File: src/rtl/nand_page_xfer_pkg.sv
// Shared types for the NAND page transfer engine: FSM states, transfer direction
// and a small constant helper.
package nand_xfer_pkg;

   typedef enum logic [3:0] {
      IDLE,
      P_FETCH,
      P_LOAD,
      P_WLO,
      P_WHI,
      R_WAIT,
      R_RLO,
      R_RHI,
      DONE
   } xfer_state_e;

   typedef enum logic {
      XFER_PROG = 1'b0,
      XFER_READ = 1'b1
   } xfer_dir_e;

   function automatic int max4(input int a, input int b, input int c, input int d);
      int m;
      m = a;
      if (b > m) m = b;
      if (c > m) m = c;
      if (d > m) m = d;
      return m;
   endfunction

endpackage

File: src/rtl/nand_page_xfer_if.sv
// Signal bundle of the page transfer engine: sequencer handshake, page-buffer
// controller port and NAND pins. The engine side uses the master modport.
interface nand_page_xfer_if #(
   parameter int DataWidth = 16
) ();

   logic                 start;
   logic                 dir;
   logic                 busy;
   logic                 done;
   logic                 cntrl_sel;
   logic                 cntrl_re;
   logic                 cntrl_we;
   logic [DataWidth-1:0] cntrl_in;
   logic [DataWidth-1:0] cntrl_out;
   logic [DataWidth-1:0] io_out;
   logic                 io_oe;
   logic [DataWidth-1:0] io_in;
   logic                 we_n;
   logic                 re_n;
   logic                 rb_n;

   modport master (
      input  start, dir, cntrl_out, io_in, rb_n,
      output busy, done, cntrl_sel, cntrl_re, cntrl_we, cntrl_in,
             io_out, io_oe, we_n, re_n
   );

   modport slave (
      output start, dir, cntrl_out, io_in, rb_n,
      input  busy, done, cntrl_sel, cntrl_re, cntrl_we, cntrl_in,
             io_out, io_oe, we_n, re_n
   );

endinterface

File: src/rtl/nand_page_xfer_strobe_timer.sv
// Load/count-down phase timer. Loading N-1 on phase entry makes exp_o rise on
// the N-th cycle of the phase.
module nand_strobe_timer #(
   parameter int W = 2
) (
   input  logic         clk,
   input  logic         rst,
   input  logic         load_i,
   input  logic [W-1:0] load_val_i,
   output logic         exp_o
);

   logic [W-1:0] cnt_q;

   always_ff @(posedge clk or posedge rst) begin
      if (rst)                 cnt_q <= '0;
      else if (load_i)         cnt_q <= load_val_i;
      else if (cnt_q != '0)    cnt_q <= cnt_q - W'(1);
   end

   assign exp_o = (cnt_q == '0);

endmodule

File: src/rtl/nand_page_xfer.sv
// Page transfer engine between the page buffer controller port and the NAND pins.
// PROGRAM streams buffer words out with we_n strobes; READ strobes re_n and fills the buffer.
module nand_page_xfer
   import nand_xfer_pkg::*;
#(
   parameter int DataWidth = 16,
   parameter int PageWords = 2048,
   parameter int TWP       = 2,
   parameter int TWH       = 2,
   parameter int TRP       = 2,
   parameter int TREH      = 2
) (
   input logic               clk,
   input logic               rst,
   nand_page_xfer_if.master  bus
);

   localparam int CW = $clog2(PageWords + 1);
   localparam int TW = $clog2(max4(TWP, TWH, TRP, TREH) + 1);

   localparam logic [CW-1:0] LAST_CNT = CW'(PageWords);
   localparam logic [TW-1:0] TWP_L    = TW'(TWP - 1);
   localparam logic [TW-1:0] TWH_L    = TW'(TWH - 1);
   localparam logic [TW-1:0] TRP_L    = TW'(TRP - 1);
   localparam logic [TW-1:0] TREH_L   = TW'(TREH - 1);

   xfer_state_e          state_q, state_d;
   logic [CW-1:0]        cnt_q, cnt_d, cnt_inc;
   logic [DataWidth-1:0] io_out_q, rd_q;
   logic                 act_q, done_q, cre_q, cwe_q, ioe_q, we_n_q, re_n_q;
   logic                 tmr_load, tmr_exp;
   logic [TW-1:0]        tmr_val;

   assign cnt_inc = cnt_q + CW'(1);

   always_comb begin
      state_d = state_q;
      cnt_d   = cnt_q;
      unique case (state_q)
         IDLE: begin
            if (bus.start) begin
               cnt_d   = '0;
               state_d = (xfer_dir_e'(bus.dir) == XFER_READ) ? R_WAIT : P_FETCH;
            end
         end
         P_FETCH: state_d = P_LOAD;
         P_LOAD:  state_d = P_WLO;
         P_WLO:   if (tmr_exp) state_d = P_WHI;
         P_WHI: begin
            if (tmr_exp) begin
               cnt_d   = cnt_inc;
               state_d = (cnt_inc == LAST_CNT) ? DONE : P_FETCH;
            end
         end
         // rb_n only gates the start of a read; it is not watched afterwards
         R_WAIT:  if (bus.rb_n) state_d = R_RLO;
         R_RLO:   if (tmr_exp) state_d = R_RHI;
         R_RHI: begin
            if (tmr_exp) begin
               cnt_d   = cnt_inc;
               state_d = (cnt_inc == LAST_CNT) ? DONE : R_RLO;
            end
         end
         DONE:    state_d = IDLE;
         default: state_d = IDLE;
      endcase
   end

   // One timer serves every strobe phase: reload on each state change.
   always_comb begin
      tmr_load = (state_d != state_q);
      tmr_val  = '0;
      unique case (state_d)
         P_WLO:   tmr_val = TWP_L;
         P_WHI:   tmr_val = TWH_L;
         R_RLO:   tmr_val = TRP_L;
         R_RHI:   tmr_val = TREH_L;
         default: tmr_val = '0;
      endcase
   end

   nand_strobe_timer #(.W(TW)) u_timer (
      .clk        (clk),
      .rst        (rst),
      .load_i     (tmr_load),
      .load_val_i (tmr_val),
      .exp_o      (tmr_exp)
   );

   // Pin outputs are registered from the next state so they line up with state_q glitch-free.
   always_ff @(posedge clk or posedge rst) begin
      if (rst) begin
         state_q  <= IDLE;
         cnt_q    <= '0;
         io_out_q <= '0;
         rd_q     <= '0;
         act_q    <= 1'b0;
         done_q   <= 1'b0;
         cre_q    <= 1'b0;
         cwe_q    <= 1'b0;
         ioe_q    <= 1'b0;
         we_n_q   <= 1'b1;
         re_n_q   <= 1'b1;
      end else begin
         state_q <= state_d;
         cnt_q   <= cnt_d;
         act_q   <= (state_d != IDLE) && (state_d != DONE);
         done_q  <= (state_d == DONE);
         cre_q   <= (state_d == P_FETCH);
         cwe_q   <= (state_d == R_RHI) && (state_q != R_RHI);
         ioe_q   <= state_d inside {P_FETCH, P_LOAD, P_WLO, P_WHI};
         we_n_q  <= (state_d != P_WLO);
         re_n_q  <= (state_d != R_RLO);
         if (state_q == P_LOAD)            io_out_q <= bus.cntrl_out;
         if (state_q == R_RLO && tmr_exp)  rd_q     <= bus.io_in;
      end
   end

   assign bus.busy      = act_q;
   assign bus.cntrl_sel = act_q;
   assign bus.done      = done_q;
   assign bus.cntrl_re  = cre_q;
   assign bus.cntrl_we  = cwe_q;
   assign bus.cntrl_in  = rd_q;
   assign bus.io_out    = io_out_q;
   assign bus.io_oe     = ioe_q;
   assign bus.we_n      = we_n_q;
   assign bus.re_n      = re_n_q;

endmodule
File: src/flat_wrapper.sv
// flat-port wrapper written by rule: the top's interface ports become plain ports
module nand_page_xfer_flat import nand_xfer_pkg::*;
#(
   parameter int DataWidth = 16,
   parameter int PageWords = 2048,
   parameter int TWP       = 2,
   parameter int TWH       = 2,
   parameter int TRP       = 2,
   parameter int TREH      = 2
)
  (clk, rst, bus_start, bus_dir, bus_cntrl_out, bus_io_in, bus_rb_n, bus_busy, bus_done, bus_cntrl_sel, bus_cntrl_re, bus_cntrl_we, bus_cntrl_in, bus_io_out, bus_io_oe, bus_we_n, bus_re_n);
  nand_page_xfer_if #(.DataWidth(DataWidth)) bus_i ();
  input logic clk;
  input logic rst;
  input wire logic [$bits(bus_i.start)-1:0] bus_start;
  input wire logic [$bits(bus_i.dir)-1:0] bus_dir;
  input wire logic [$bits(bus_i.cntrl_out)-1:0] bus_cntrl_out;
  input wire logic [$bits(bus_i.io_in)-1:0] bus_io_in;
  input wire logic [$bits(bus_i.rb_n)-1:0] bus_rb_n;
  output wire logic [$bits(bus_i.busy)-1:0] bus_busy;
  output wire logic [$bits(bus_i.done)-1:0] bus_done;
  output wire logic [$bits(bus_i.cntrl_sel)-1:0] bus_cntrl_sel;
  output wire logic [$bits(bus_i.cntrl_re)-1:0] bus_cntrl_re;
  output wire logic [$bits(bus_i.cntrl_we)-1:0] bus_cntrl_we;
  output wire logic [$bits(bus_i.cntrl_in)-1:0] bus_cntrl_in;
  output wire logic [$bits(bus_i.io_out)-1:0] bus_io_out;
  output wire logic [$bits(bus_i.io_oe)-1:0] bus_io_oe;
  output wire logic [$bits(bus_i.we_n)-1:0] bus_we_n;
  output wire logic [$bits(bus_i.re_n)-1:0] bus_re_n;
  assign bus_i.start = bus_start;
  assign bus_i.dir = bus_dir;
  assign bus_i.cntrl_out = bus_cntrl_out;
  assign bus_i.io_in = bus_io_in;
  assign bus_i.rb_n = bus_rb_n;
  assign bus_busy = bus_i.busy;
  assign bus_done = bus_i.done;
  assign bus_cntrl_sel = bus_i.cntrl_sel;
  assign bus_cntrl_re = bus_i.cntrl_re;
  assign bus_cntrl_we = bus_i.cntrl_we;
  assign bus_cntrl_in = bus_i.cntrl_in;
  assign bus_io_out = bus_i.io_out;
  assign bus_io_oe = bus_i.io_oe;
  assign bus_we_n = bus_i.we_n;
  assign bus_re_n = bus_i.re_n;
  nand_page_xfer #(.DataWidth(DataWidth), .PageWords(PageWords), .TWP(TWP), .TWH(TWH), .TRP(TRP), .TREH(TREH)) u_core (.clk(clk), .rst(rst), .bus(bus_i));
endmodule
File: config.mk
export PLATFORM = sky130hd
export DESIGN_NAME = nand_page_xfer_flat
export DESIGN_NICKNAME = d
export VERILOG_FILES = /design/src/rtl/nand_page_xfer_pkg.sv /design/src/rtl/nand_page_xfer_if.sv /design/src/rtl/nand_page_xfer_strobe_timer.sv /design/src/rtl/nand_page_xfer.sv /design/src/flat_wrapper.sv
export SDC_FILE = /design/constraint.sdc
export NUM_CORES = 1
export LEC_CHECK = 0
export ABC_AREA = 1
export BUFFER_PORTS_ARGS = -buffer_cell sky130_fd_sc_hd__buf_2
export CAP_MARGIN = 20
export CORE_MARGIN = 10
export CORE_UTILIZATION = 46
export DETAILED_ROUTE_END_ITERATION = 10
export PLACE_DENSITY_LB_ADDON = 0.05
export REMOVE_ABC_BUFFERS = 1
export SLEW_MARGIN = 20
export SYNTH_ARGS = -nofsm -noshare
export SYNTH_HDL_FRONTEND = slang
export SYNTH_SLANG_ARGS = --single-unit
File: constraint.sdc
create_clock -name clk -period 1.89 [get_ports clk]
set_input_delay 0.378 -clock clk [delete_from_list [all_inputs] [get_ports clk]]
set_output_delay 0.378 -clock clk [all_outputs]
set_load 0.01 [all_outputs]
-- After elaboration in Yosys (flattened, before gate mapping)
Index checks and enable logic that the tools add are counted.
- output and inout port bits: 40
- word-level logic and storage cells: 65
- register bits: 57
- bits of input ports: 37
- add/sub/neg operators: 2
- equal/unequal tests: 22
- reductions and logical operators: 13
- mux-type cells: 16
- operators by type and width (operator ; number):
    4-bit 2-to-1 mux ; 8
    4-bit case mux with 8 select lines ; 1
    4-bit by 3-bit == test with 1-bit output (second input constant) ; 7
    12-bit 2-to-1 mux ; 2
    12-bit case mux with 2 select lines ; 1
    4-bit by 2-bit == test with 1-bit output (second input constant) ; 4
    12-bit by 1-bit adder with 12-bit output (second input constant) ; 1
    12-bit == test (second input constant) ; 1
    4-bit by 1-bit == test with 1-bit output (second input constant) ; 2
    4-bit by 3-bit != test with 1-bit output (second input constant) ; 2
    4-bit nonzero test ; 2
    2-bit nonzero test ; 3
    4-bit == test (second input constant) ; 1
    4-bit logical NOT ; 1
    2-bit 2-to-1 mux ; 2
    4-bit by 2-bit != test with 1-bit output (second input constant) ; 1
    4-bit != test ; 1
    4-bit != test (second input constant) ; 1
    4-bit OR reduction ; 1
    1-bit logical AND ; 3
    3-bit 2-to-1 mux ; 1
    3-bit AND reduction ; 1
    2-bit logical NOT ; 1
    2-bit by 1-bit != test with 1-bit output (second input constant) ; 1
    4 further kinds ; 4

-- Depth between registers and ports, before layout
- depth in word-level cells: 9
- depth in mapped cells: 16
- depth with buffers taken out: 16

-- By module
A second synthesis with hierarchy kept.
- cells, all modules: 334
- area, all modules: 2670.1 µm²
- by module, submodules not included (module ; cells an instance ; instances ; area an instance (µm²) ; sequential area each (µm²)):
    nand_page_xfer ; 317 ; 1 ; 2547.4 ; 1378.8
    nand_strobe_timer ; 17 ; 1 ; 122.6 ; 50.0

-- Worst setup path after synthesis
OpenSTA, ideal clock, no wires.
- kind: flip-flop to flip-flop
- start point: reg u_core.cnt_q[0]
- end point: reg u_core.u_timer.cnt_q[0]
- data arrival time: 1.734 ns
- stages on the path, launching flop included: 16
- library setup time: 0.116 ns
- path slack: 0.040 ns
- period minus slack after synthesis: 1.850 ns
- buffers on the path: 0
- data required time: 1.774 ns
- cell sequence: dfrtp_1 > ha_1 > nand3_1 > nor2_2 > nand2_1 > nand2_1 > nor2_1 > nand2_1 > nor2_4 > nand2_4 > nand2_4 > nand2_4 > a21oi_2 > nand2_1 > nand2_1 > nand2_1
- cells in the longest elaborated chain, start to end: 9
- elaborated cells on any way between the ends: 16
- classes of those cells: 1 x add/sub; 6 x eq/ne; 7 x mux; 2 x reduce/logical
- RTL lines (what ; line ; text):
    start: declaration ; nand_page_xfer.sv:28 ; logic [CW-1:0] cnt_q, cnt_d, cnt_inc;
    start signal: assignment ; nand_page_xfer.sv:106 ; cnt_q <= cnt_d;
    12-bit by 1-bit adder with 12-bit output (*) ; nand_page_xfer.sv:34 ; assign cnt_inc = cnt_q + CW'(1);
    12-bit == test (*) ; nand_page_xfer.sv:61 ; state_d = (cnt_inc == LAST_CNT) ? DONE : R_RLO;
    4-bit 2-to-1 mux (*) ; nand_page_xfer.sv:61 ;
    4-bit 2-to-1 mux (*) ; nand_page_xfer.sv:59 ; if (tmr_exp) begin
    4-bit case mux with 8 select lines (*) ; nand_page_xfer.sv:39 ; unique case (state_q)
    net u_core.state_d[1] ; nand_page_xfer.sv:27 ; xfer_state_e state_q, state_d;
    4-bit by 3-bit == test with 1-bit output or 4-bit by 2-bit == test with 1-bit output (tied branches) ; nand_page_xfer.sv:73 ; unique case (state_d)
    4-bit OR reduction (no line) ; -- ;
    1-bit 2-to-1 mux ; nand_page_xfer.sv:73 ;
    2-bit 2-to-1 mux ; nand_page_xfer_strobe_timer.sv:17 ; else if (load_i) cnt_q <= load_val_i;
    end signal: assignment ; nand_page_xfer_strobe_timer.sv:17 ;
    end signal: assignment ; nand_page_xfer_strobe_timer.sv:18 ; else if (cnt_q != '0) cnt_q <= cnt_q - W'(1);
    end: declaration ; nand_page_xfer_strobe_timer.sv:13 ; logic [W-1:0] cnt_q;
Mark *: on every way through the listed nets, which the timed path passes. The rest lies on a longest branch.
A chain may end at the register's enable or synchronous reset.

-- Worst setup path in the final report
- start point: reg u_core.cnt_q[1]
- end point: reg u_core.u_timer.cnt_q[0]
The elaborated chain is that of the path after synthesis.

==> metrics.yaml <==
cts_root_buf: "clkbuf_8"
final_cell_mix: "nand2_1 (146), buf_2 (76), dfrtp_1 (54)"
antenna_found_initial: 0
clk_latency_ns: 0.33
tightest_slew_ns: 0.487
gp_congestion: 0.946
synth_area_um2: 2670
syn_inst: 328
fp.dieH_um: 96.2
avgRoutedWirePerCell_um: 13.2
final_nets: 468
grt_pass1_wl_um: 11100
multi_input_area_um2: 1140
syn_avg_cell_area_um2: 8.15
whs_ns: 0.237
finalCritPeriodShare_pct: 101
dieArea_um2: 9260
grt_usage_pct: 15.3
antenna_cells_inserted: 0
synth_cell_types: 34
dp_hpwl_um: 4970
fp-row-count: 27
synth-seq-cells: 57
p_int_mw: 1.93
ant_nets: 0
yosys_warnings: 0
initial_core_util_pct: 48.0
clk_pin_slew_worst_paths_ns: 0.07
synth_ff_type: "dfrtp_1"
crit_path_max_fanout: 6
clkPwrFrac_pct: 45.1
synthArstFlopShare_pct: 100
syn_to_final_growth_pct: 31.0
worstSetupEndpointType: "flop"
finalCriticalPeriod_ns: 1.91
drt_iter0_drc: 92
rsz0062_at_grt: "yes"
critPathLaunchType: "flop"
grt_pass1_vias: 2453
ys_top_cells_by_area: "dfrtp_1 (51%), nand2_1 (21%), inv_1 (3.6%), nand3_1 (2.4%), nor2_1 (2.4%)"
seq_area_um2: 1430
required_ns: 2.11
critPathKind: "flop to flop"
p_seq_share_pct: 50.6
hold_path.class: "primary input to flop"
num-fill-cells: 482
outcome: "complete, but fails checks"
layout_setup_ws_ns: -0.0244
p_sw_uw: 537
grt_overflow_total: 0
power.density_nw_per_um2: 705
cts.sinks: 57
clock.fmax_mhz: 522
io_buffers: 76
critPathArrivalTime_ns: 2.14
p_leak_nw: 1.76
ir_drop_uv: 529
post-route-drc-count: 0
final_util_pct: 62.8
final-setup-viol-count: 1
core_area_um2: 5570
dieWidth_um: 96.2
comb_power_share_pct: 4.3
dp_cells: 488
cts_max_level: 3
cts_tree: "done"
synth_top_area_share_pct: 51.5
sw_frac_of_total_pct: 21.8
yosysTopAreaCell: "dfrtp_1"
routed_wl_um: 6690
final.setup_skew_ns: 0.00731
cts.path.max_buffers: 2
drive_above_1_share_pct: 32.7
layout_commonest_cell: "nand2_1"
violations: "negative setup slack"
slew_viol_final: 0
instances_no_fill: 506
yosysSeqAreaShare_pct: 53.4
grt_max_degree: 29
finalHoldViolCount: 0
drv_cap: 0
numCtsBuffers: 9
synth_edf_count: 0
pre_cts_slack_ns: -0.0701
post_drt_via_cell_ratio: 4.74
first_pass_iters: 4
finalPower_mw: 2.47
max_slew_margin_pct: 67.5
ioPinCount: 77
dr_total_vias: 2399
-- logic make-up after synthesis --
family / Yosys count / synth area share (%)
adder cells (fa/ha/maj): 2 / 0.936
AO/OA/AOI/OAI: 26 / 6.13
XOR/XNOR: 3 / 0.983
buffers and inverters: 38 / 5.52
flip-flops: 57 / 53.4
AND/OR/NAND/NOR: 202 / 33.0
-- synth_stat cells (3+ instances only) --
| cell type | count |
|---|---|
| inv_2 | 5 |
| o22ai_1 | 5 |
| nand2_4 | 3 |
| nand3_1 | 13 |
| dfrtp_1 | 55 |
| nor2_2 | 3 |
| nand2_1 | 147 |
| nand2_2 | 5 |
| clkbuf_1 | 4 |
| inv_1 | 26 |
| nor3_1 | 3 |
| o21ai_0 | 6 |
| nor2_1 | 17 |
| o21ai_1 | 6 |
| nor2_4 | 3 |
| nand4_1 | 3 |
-- area by class of cell --
type / count / area share (%)
inverter: 32 / 3.43
clock buffer: 13 / 4.25
tap: 72 / 2.57
timing repair buffer: 96 / 15.2
multi-input combinational: 233 / 32.5
sequential: 57 / 40.8
clock inverter: 3 / 1.21
-- power by group through the flow --
stage | combinational (mW) | clock (mW) | sequential (mW)
finish | 0.107 | 1.11 | 1.25
detailed placement | 0.110 | 0 | 1.27
global placement | 0.108 | 0 | 1.27
floorplan | 0.0314 | 0 | 1.28
global route | 0.124 | 1.20 | 1.25
CTS | 0.111 | 1.15 | 1.25
-- worst max-delay path, stage by stage (launching register included) --
cell	delay, ns
dfrtp_1	0.35
ha_2	0.22
nand2_1	0.08
nor2_1	0.15
nand4_1	0.09
nand2_1	0.11
nand2_2	0.08
nor2_4	0.13
nand2_4	0.10
nand2_4	0.10
nand2_4	0.07
a21oi_2	0.13
nand2_1	0.08
nand2_1	0.06
nand2_1	0.05
-- what timing repair did --
action	4_1_cts	5_1_grt
gates resized for setup	6	4
hold buffers	1	0
hold endpoints to repair	3	0
buffers inserted	1	0
setup endpoints to repair	3	9
-- registers in the layout (all words and copies together) (netlist names) --
name / count
u_core.bus.cntrl_in: 16
u_core.bus.busy: 1
u_core.bus.done: 1
u_core.cnt_q: 12
u_core.bus.io_oe: 1
u_core.bus.cntrl_we: 1
u_core.bus.cntrl_re: 1
u_core.u_timer.cnt_q: 2
u_core.bus.we_n: 1
u_core.bus.io_out: 16
u_core.state_q: 4
u_core.bus.re_n: 1
-- metal layers --
metal / GRT usage [%] / up-vias / wire, µm
met2: 24.4 / 89 / 3130
met5: 0 / - / 0
met4: 6.88 / 0 / 131
li1: - / 1227 / -
met3: 6.23 / 11 / 612
met1: 17.6 / 1072 / 2820
-- worst paths after layout --
check	from	endpoint	slack (ns)	depth (start not counted)
setup / recovery	u_core.cnt_q[1]$_DFFE_PP0P_	u_core.u_timer.cnt_q[0]$_DFFE_PP0P_	-0.02	14
hold / removal	bus_io_in[11]	u_core.bus.cntrl_in[11]$_DFFE_PP0P_	0.24	3
setup reg to reg	u_core.cnt_q[1]$_DFFE_PP0P_	u_core.u_timer.cnt_q[0]$_DFFE_PP0P_	-0.02	14
hold reg to reg	u_core.bus.io_out[13]$_DFFE_PP0P_	u_core.bus.io_out[13]$_DFFE_PP0P_	0.47	2
max in group asynchronous	rst	u_core.bus.we_n$_DFF_PP1_	0.86	4
min in group asynchronous	rst	u_core.bus.cntrl_we$_DFF_PP0_	0.44	3
-- through the flow --
stage | instance area [µm²] | TNS, ns
CTS | 3490 | -0.0132
floorplan | 2650 | -0.0254
global placement | 3250 | 0
detailed placement | 3250 | -0.0701
global route | 3500 | -0.464
finish | 3500 | -0.0244
Note: power is estimated with default switching activity, not from simulation.
